`src/rtl/reg_file_sb_if.sv`:
```
// Decode/writeback bundle for reg_file_sb: read ports, write port, issue strobe
// and the scoreboard status seen by the hazard unit.
interface reg_file_sb_if #(
    parameter int DATA_W = 32,
    parameter int ADDR_W = 5
);
    logic [ADDR_W-1:0] A1;
    logic [ADDR_W-1:0] A2;
    logic [ADDR_W-1:0] A3;
    logic [DATA_W-1:0] WD3;
    logic              WE3;
    logic              ISS_EN;
    logic [ADDR_W-1:0] ISS_A;
    logic [DATA_W-1:0] RD1;
    logic [DATA_W-1:0] RD2;
    logic              BUSY1;
    logic              BUSY2;
    logic [ADDR_W:0]   PEND_CNT;

    modport master (
        output A1, A2, A3, WD3, WE3, ISS_EN, ISS_A,
        input  RD1, RD2, BUSY1, BUSY2, PEND_CNT
    );

    modport slave (
        input  A1, A2, A3, WD3, WE3, ISS_EN, ISS_A,
        output RD1, RD2, BUSY1, BUSY2, PEND_CNT
    );
endinterface

```
`src/rtl/reg_file_sb.sv`:
```
// Register file with optional hardwired zero register and write bypass, plus a
// per-register busy scoreboard and running count of outstanding writes.
module reg_file_sb #(
    parameter int DATA_W   = 32,
    parameter int ADDR_W   = 5,
    parameter int ZERO_REG = 1,
    parameter int BYPASS   = 1
) (
    input logic          clk,
    input logic          rst,
    reg_file_sb_if.slave bus
);
    localparam int DEPTH = 2 ** ADDR_W;
    localparam bit ZR    = (ZERO_REG != 0);
    localparam bit BYP   = (BYPASS != 0);

    localparam logic [ADDR_W-1:0] ADDR_ZERO = {ADDR_W{1'b0}};
    localparam logic [DATA_W-1:0] DATA_ZERO = {DATA_W{1'b0}};
    localparam logic [ADDR_W:0]   CNT_ZERO  = {(ADDR_W+1){1'b0}};
    localparam logic [ADDR_W:0]   CNT_ONE   = {{ADDR_W{1'b0}}, 1'b1};

    logic [DATA_W-1:0] r_mem [DEPTH];
    logic [DEPTH-1:0]  r_busy;
    logic [ADDR_W:0]   r_pend_cnt;

    logic              w_wr_ok;
    logic              w_iss_ok;
    logic [DEPTH-1:0]  w_set;
    logic [DEPTH-1:0]  w_clr;
    logic [DEPTH-1:0]  w_busy_nxt;
    logic              w_inc;
    logic              w_dec;
    logic [ADDR_W:0]   w_pend_nxt;
    logic [DATA_W-1:0] w_rd1;
    logic [DATA_W-1:0] w_rd2;
    logic              w_busy1;
    logic              w_busy2;

    assign w_wr_ok  = bus.WE3    & ~(ZR & (bus.A3 == ADDR_ZERO));
    assign w_iss_ok = bus.ISS_EN & ~(ZR & (bus.ISS_A == ADDR_ZERO));

    // Per-register set/clear decode; a new issue supersedes a same-edge writeback.
    always_comb begin
        w_set = {DEPTH{1'b0}};
        w_clr = {DEPTH{1'b0}};
        for (int r = 0; r < DEPTH; r++) begin
            w_set[r] = w_iss_ok & (bus.ISS_A == ADDR_W'(r));
            w_clr[r] = bus.WE3  & (bus.A3    == ADDR_W'(r));
        end
        w_busy_nxt = (r_busy & ~w_clr) | w_set;
    end

    // Pending counter moves by at most one per edge, tracking the busy popcount.
    always_comb begin
        w_inc      = w_iss_ok & ~r_busy[bus.ISS_A];
        w_dec      = bus.WE3 & r_busy[bus.A3] & ~(w_iss_ok & (bus.ISS_A == bus.A3));
        w_pend_nxt = r_pend_cnt;
        case ({w_inc, w_dec})
            2'b10:   w_pend_nxt = r_pend_cnt + CNT_ONE;
            2'b01:   w_pend_nxt = r_pend_cnt - CNT_ONE;
            default: w_pend_nxt = r_pend_cnt;
        endcase
    end

    // Register array storage.
    always_ff @(posedge clk or posedge rst) begin
        if (rst) begin
            for (int r = 0; r < DEPTH; r++) begin
                r_mem[r] <= DATA_ZERO;
            end
        end else if (w_wr_ok) begin
            r_mem[bus.A3] <= bus.WD3;
        end
    end

    // Scoreboard state.
    always_ff @(posedge clk or posedge rst) begin
        if (rst) begin
            r_busy     <= {DEPTH{1'b0}};
            r_pend_cnt <= CNT_ZERO;
        end else begin
            r_busy     <= w_busy_nxt;
            r_pend_cnt <= w_pend_nxt;
        end
    end

    // Read port 1: zero register, then same-cycle forwarding, then storage.
    always_comb begin
        if (rst) begin
            w_rd1 = DATA_ZERO;
        end else if (ZR && (bus.A1 == ADDR_ZERO)) begin
            w_rd1 = DATA_ZERO;
        end else if (BYP && w_wr_ok && (bus.A3 == bus.A1)) begin
            w_rd1 = bus.WD3;
        end else begin
            w_rd1 = r_mem[bus.A1];
        end
    end

    // Read port 2, same priority as port 1.
    always_comb begin
        if (rst) begin
            w_rd2 = DATA_ZERO;
        end else if (ZR && (bus.A2 == ADDR_ZERO)) begin
            w_rd2 = DATA_ZERO;
        end else if (BYP && w_wr_ok && (bus.A3 == bus.A2)) begin
            w_rd2 = bus.WD3;
        end else begin
            w_rd2 = r_mem[bus.A2];
        end
    end

    // A forwarded write supplies the operand, so it no longer counts as busy.
    assign w_busy1 = ~rst & r_busy[bus.A1] & ~(BYP & bus.WE3 & (bus.A3 == bus.A1));
    assign w_busy2 = ~rst & r_busy[bus.A2] & ~(BYP & bus.WE3 & (bus.A3 == bus.A2));

    assign bus.RD1      = w_rd1;
    assign bus.RD2      = w_rd2;
    assign bus.BUSY1    = w_busy1;
    assign bus.BUSY2    = w_busy2;
    assign bus.PEND_CNT = r_pend_cnt;
endmodule

```
`src/flat_wrapper.sv`:
```
// flat-port wrapper written by rule: the top's interface ports become plain ports
module reg_file_sb_flat 
#(
    parameter int DATA_W   = 32,
    parameter int ADDR_W   = 5,
    parameter int ZERO_REG = 1,
    parameter int BYPASS   = 1
)
  (clk, rst, bus_A1, bus_A2, bus_A3, bus_WD3, bus_WE3, bus_ISS_EN, bus_ISS_A, bus_RD1, bus_RD2, bus_BUSY1, bus_BUSY2, bus_PEND_CNT);
  reg_file_sb_if #(.DATA_W(DATA_W), .ADDR_W(ADDR_W)) bus_i ();
  input logic clk;
  input logic rst;
  input wire logic [$bits(bus_i.A1)-1:0] bus_A1;
  input wire logic [$bits(bus_i.A2)-1:0] bus_A2;
  input wire logic [$bits(bus_i.A3)-1:0] bus_A3;
  input wire logic [$bits(bus_i.WD3)-1:0] bus_WD3;
  input wire logic [$bits(bus_i.WE3)-1:0] bus_WE3;
  input wire logic [$bits(bus_i.ISS_EN)-1:0] bus_ISS_EN;
  input wire logic [$bits(bus_i.ISS_A)-1:0] bus_ISS_A;
  output wire logic [$bits(bus_i.RD1)-1:0] bus_RD1;
  output wire logic [$bits(bus_i.RD2)-1:0] bus_RD2;
  output wire logic [$bits(bus_i.BUSY1)-1:0] bus_BUSY1;
  output wire logic [$bits(bus_i.BUSY2)-1:0] bus_BUSY2;
  output wire logic [$bits(bus_i.PEND_CNT)-1:0] bus_PEND_CNT;
  assign bus_i.A1 = bus_A1;
  assign bus_i.A2 = bus_A2;
  assign bus_i.A3 = bus_A3;
  assign bus_i.WD3 = bus_WD3;
  assign bus_i.WE3 = bus_WE3;
  assign bus_i.ISS_EN = bus_ISS_EN;
  assign bus_i.ISS_A = bus_ISS_A;
  assign bus_RD1 = bus_i.RD1;
  assign bus_RD2 = bus_i.RD2;
  assign bus_BUSY1 = bus_i.BUSY1;
  assign bus_BUSY2 = bus_i.BUSY2;
  assign bus_PEND_CNT = bus_i.PEND_CNT;
  reg_file_sb #(.DATA_W(DATA_W), .ADDR_W(ADDR_W), .ZERO_REG(ZERO_REG), .BYPASS(BYPASS)) u_core (.clk(clk), .rst(rst), .bus(bus_i));
endmodule
```
`config.mk`:
```
export PLATFORM = sky130hd
export DESIGN_NAME = reg_file_sb_flat
export DESIGN_NICKNAME = d
export VERILOG_FILES = /design/src/rtl/reg_file_sb_if.sv /design/src/rtl/reg_file_sb.sv /design/src/flat_wrapper.sv
export SDC_FILE = /design/constraint.sdc
export NUM_CORES = 2
export LEC_CHECK = 0
export CAP_MARGIN = 20
export CORE_MARGIN = 4
export CORE_UTILIZATION = 48
export CTS_CLUSTER_SIZE = 40
export DETAILED_ROUTE_END_ITERATION = 6
export GPL_TIMING_DRIVEN = 0
export SLEW_MARGIN = 20
export SYNTH_ARGS = -nofsm -noshare
export SYNTH_HDL_FRONTEND = slang
export SYNTH_SLANG_ARGS = --single-unit
```
`constraint.sdc`:
```
create_clock -name clk -period 53.9 [get_ports clk]
set_clock_uncertainty 0.2 [all_clocks]
set_input_delay 8.085 -clock clk [delete_from_list [all_inputs] [get_ports clk]]
set_output_delay 8.085 -clock clk [all_outputs]
set_load 0.01 [all_outputs]
```
==> run metrics <==
Netlist cell types=51; GRT overflow=0; CP Launch Point=bus_A1[1]; # Post-CTS Setup Buffers=0; reg-to-reg slack, setup=50.19 ns; Reg-to-Reg Start=u_core.r_busy[14]; critical path class=input pin to output pin; Clk pin slew, worst setup/hold paths=0.06 ns; CP Launch Type=input pin; status=finished clean; Root Driver=clkbuf_16; Syn. warnings=0; crit end category=output pin; H-tree Lvls=3; Post-CTS Hold Fix Bufs=0; crit share post-route=about two fifths; Req. time, crit path=45.62 ns; share of layout cells above drive strength 1=32.9%; 1st-iter DRT viols=about 6500; RSZ-0062 raised after global routing=false; Total GRT Usage=around 38%; Max Cap Viol=0; # resized after CTS=0; area grow syn2layout=12.9%; most frequent cells after synthesis=1062 x dfrtp_1, 550 x mux4_2, 546 x nand2_1; compound-gate portion of the synthesized area=8.51%; Mapped Cells=4357; Tightest Pin Transition=1.27 ns; PortBufs=86; Mapped Area=56500 sq um; R2R Path End=u_core.bus.PEND_CNT[5]; Hold Vio Cnt, Final=0; via count of the first global-routing pass=42100; flops & latches, synth=1062; xor and xnor fraction of the mapped netlist area=less than 1%; Synth area leaders=dfrtp_1 47%, mux4_2 22%, mux2_2 11%; die footprint=~120000 sq um; pin count of the biggest net entering global routing=106; Routed Antenna Nets=0; maximum VDD drop=0.0000285 V; syn nets=4419; worst setup path end=bus_RD1[13]; Synth Area in Simple Gates=4.85%; max-slew violations=0; Routed Wire Length=approximately 240 mm; final hold slack=0.275 ns; setup slack after layout=roughly 33 ns; total CTS buffers=118; Yosys top cell by area=dfrtp_1; combinational family with the most area after synthesis=multiplexers; Placement Setup Slack=about 33 ns; CTS Buffer Depth=3; post-synthesis mux area share=34.7%; fin nets=about 4600; Slew HR=roughly 16%; HPWL Detailed=around 180 mm; top-count cell post-synth=dfrtp_1; Worst Path Max Fanout=10; Synth Area in Adders=0.146%; WP data arrival=around 13 ns; Worst-Skew Late Latency=0.73 ns; Synth top area share=47.0%; Routed WL per cell=38.1 um; final setup violation count=0; Worst R2R Path Depth=11; die width=approximately 350 um; GPL Wtd Cong=approximately 1.0; Hold Path Class=flop to flop; DRC violations left=0; sequential-to-total area share from yosys stat=47.0%; first-pass GRT wire length=328 mm; # IOs=128; number of synthesized flops with an enable pin=0; Async SR Flop Fraction=between 90% and 100%; Initial Util=48.5%; Via density=6.96; FMAX=0.0474 GHz; CTS tree=yes; dominant synthesized flop cell=dfrtp_1; initial antenna violation count=15; vias post-DR=43200; Avg Inst Size Synth=13.0 sq um; drt pass-1 iters=6; core area=between 100000 and 150000 sq um; fin cells=6205; Die Y=351 um; setup_tns=0 ns; Cell Pwr Density=39.2 nW/um^2; Leak=27.3 nW; min Tclk post-route=21.10 ns; Placed Cells=between 5000 and 6000; CTS Sinks=1062; Rows=roughly 130
[sequential cells by signal, summed over array words and instances, names as in the netlist]
name                 cells
u_core.r_busy           32
u_core.bus.PEND_CNT      6
u_core.r_mem          1024
[per-layer routing]
metal	share of wire, %	routed length (um)	track usage [%]	up-vias
met1	39	91600	53.3	22700
met2	42	98500	53.7	3168
met4	5.8	13600	18.4	6
met3	14	32800	14.1	604
li1	-	-	-	16700
met5	0.035	82	0	-
[placed cells by master, fill, tap and decap left out, types with 5 or more instances in the layout]
cell type / Yosys / final
mux2_2: 541 / 541
clkinvlp_4: 0 / 6
a22oi_1: 127 / 127
o21ai_0: 541 / 536
nor2_1: 46 / 46
o21ai_1: 16 / 21
nand2b_1: 9 / 9
dfrtp_1: 1062 / 1062
clkdlybuf4s50_1: 0 / 86
or2_2: 5 / 5
buf_6: 13 / 13
buf_1: 34 / 28
nor2b_1: 9 / 9
nand2_1: 546 / 546
clkbuf_1: 269 / 271
clkbuf_16: 0 / 122
buf_16: 0 / 11
clkinv_2: 0 / 29
ha_1: 5 / 5
mux4_2: 550 / 550
bufinv_16: 0 / 14
mux2i_1: 110 / 110
o22ai_1: 103 / 103
xor2_1: 15 / 15
buf_4: 52 / 52
a21oi_1: 40 / 40
nand3_1: 10 / 10
clkbuf_8: 0 / 29
nor3_1: 8 / 8
diode_2: 0 / 8
a22o_1: 11 / 11
clkbuf_2: 0 / 13
inv_1: 54 / 53
buf_2: 128 / 133
[through the flow]
step | util, % | power [mW] | cell area (sq um)
6_report | 54.8 | 2.50 | 63800
4_1_cts | 54.7 | 2.48 | 63800
2_1_floorplan | - | 1.41 | 56500
3_3_place_gp | 50.9 | 1.60 | 59300
3_5_place_dp | 51.2 | 1.61 | 59600
5_1_grt | 54.7 | 2.58 | 63800
[cell families (layout without fill, tap and decap cells)]
group / Yosys count / count (layout)
AOI/OAI and AO/OA: 852 / 852
DFF: 1062 / 1062
xor gates and xnor gates: 19 / 19
muxes: 1204 / 1204
and+or+nand+nor: 664 / 664
buffers and inverters: 550 / 866
other: 0 / 8
adders and majority gates: 6 / 6
[how the worst min path moves through the flow]
stage,cells after the start,slack (ns),end,startpoint
floorplan,1,0.24,u_core.r_mem[1000],u_core.r_mem[1000]
global placement,1,0.26,u_core.bus.PEND_CNT[5],u_core.bus.PEND_CNT[5]
detailed placement,1,0.27,u_core.r_mem[996],u_core.r_mem[996]
CTS,1,0.28,u_core.bus.PEND_CNT[5],u_core.bus.PEND_CNT[5]
global route,1,0.28,u_core.bus.PEND_CNT[5],u_core.bus.PEND_CNT[5]
finish,1,0.27,u_core.bus.PEND_CNT[5],u_core.bus.PEND_CNT[5]
[layout make-up]
cell class / instances / area, sq um
Timing Repair Buffer: 97 / 1160
Tap cell: 1524 / 1910
Buffer: 496 / 2340
Multi-Input combinational cell: 2745 / 27400
Clock inverter: 54 / 662
Antenna cell: 8 / 20.0
Fill cell: 9824 / 52700
Inverter: 54 / 210
Clock buffer: 165 / 3500
Sequential cell: 1062 / 26600
[report_power, final]
group	internal, mW	switching [mW]
sequential	0.948	0.128
clock	0.518	0.357
combinational	0.276	0.275
[critical path, cell delays in order]
cell and delay [ns]:
clkdlybuf4s50_1 0.74, buf_2 0.40, or2_2 0.18, buf_1 0.60
clkbuf_1 0.84, o22ai_1 0.13, a21oi_1 0.63, a22oi_1 0.19
o21ai_0 0.32, clkdlybuf4s50_1 0.67
(Power assumes the default switching activity.)
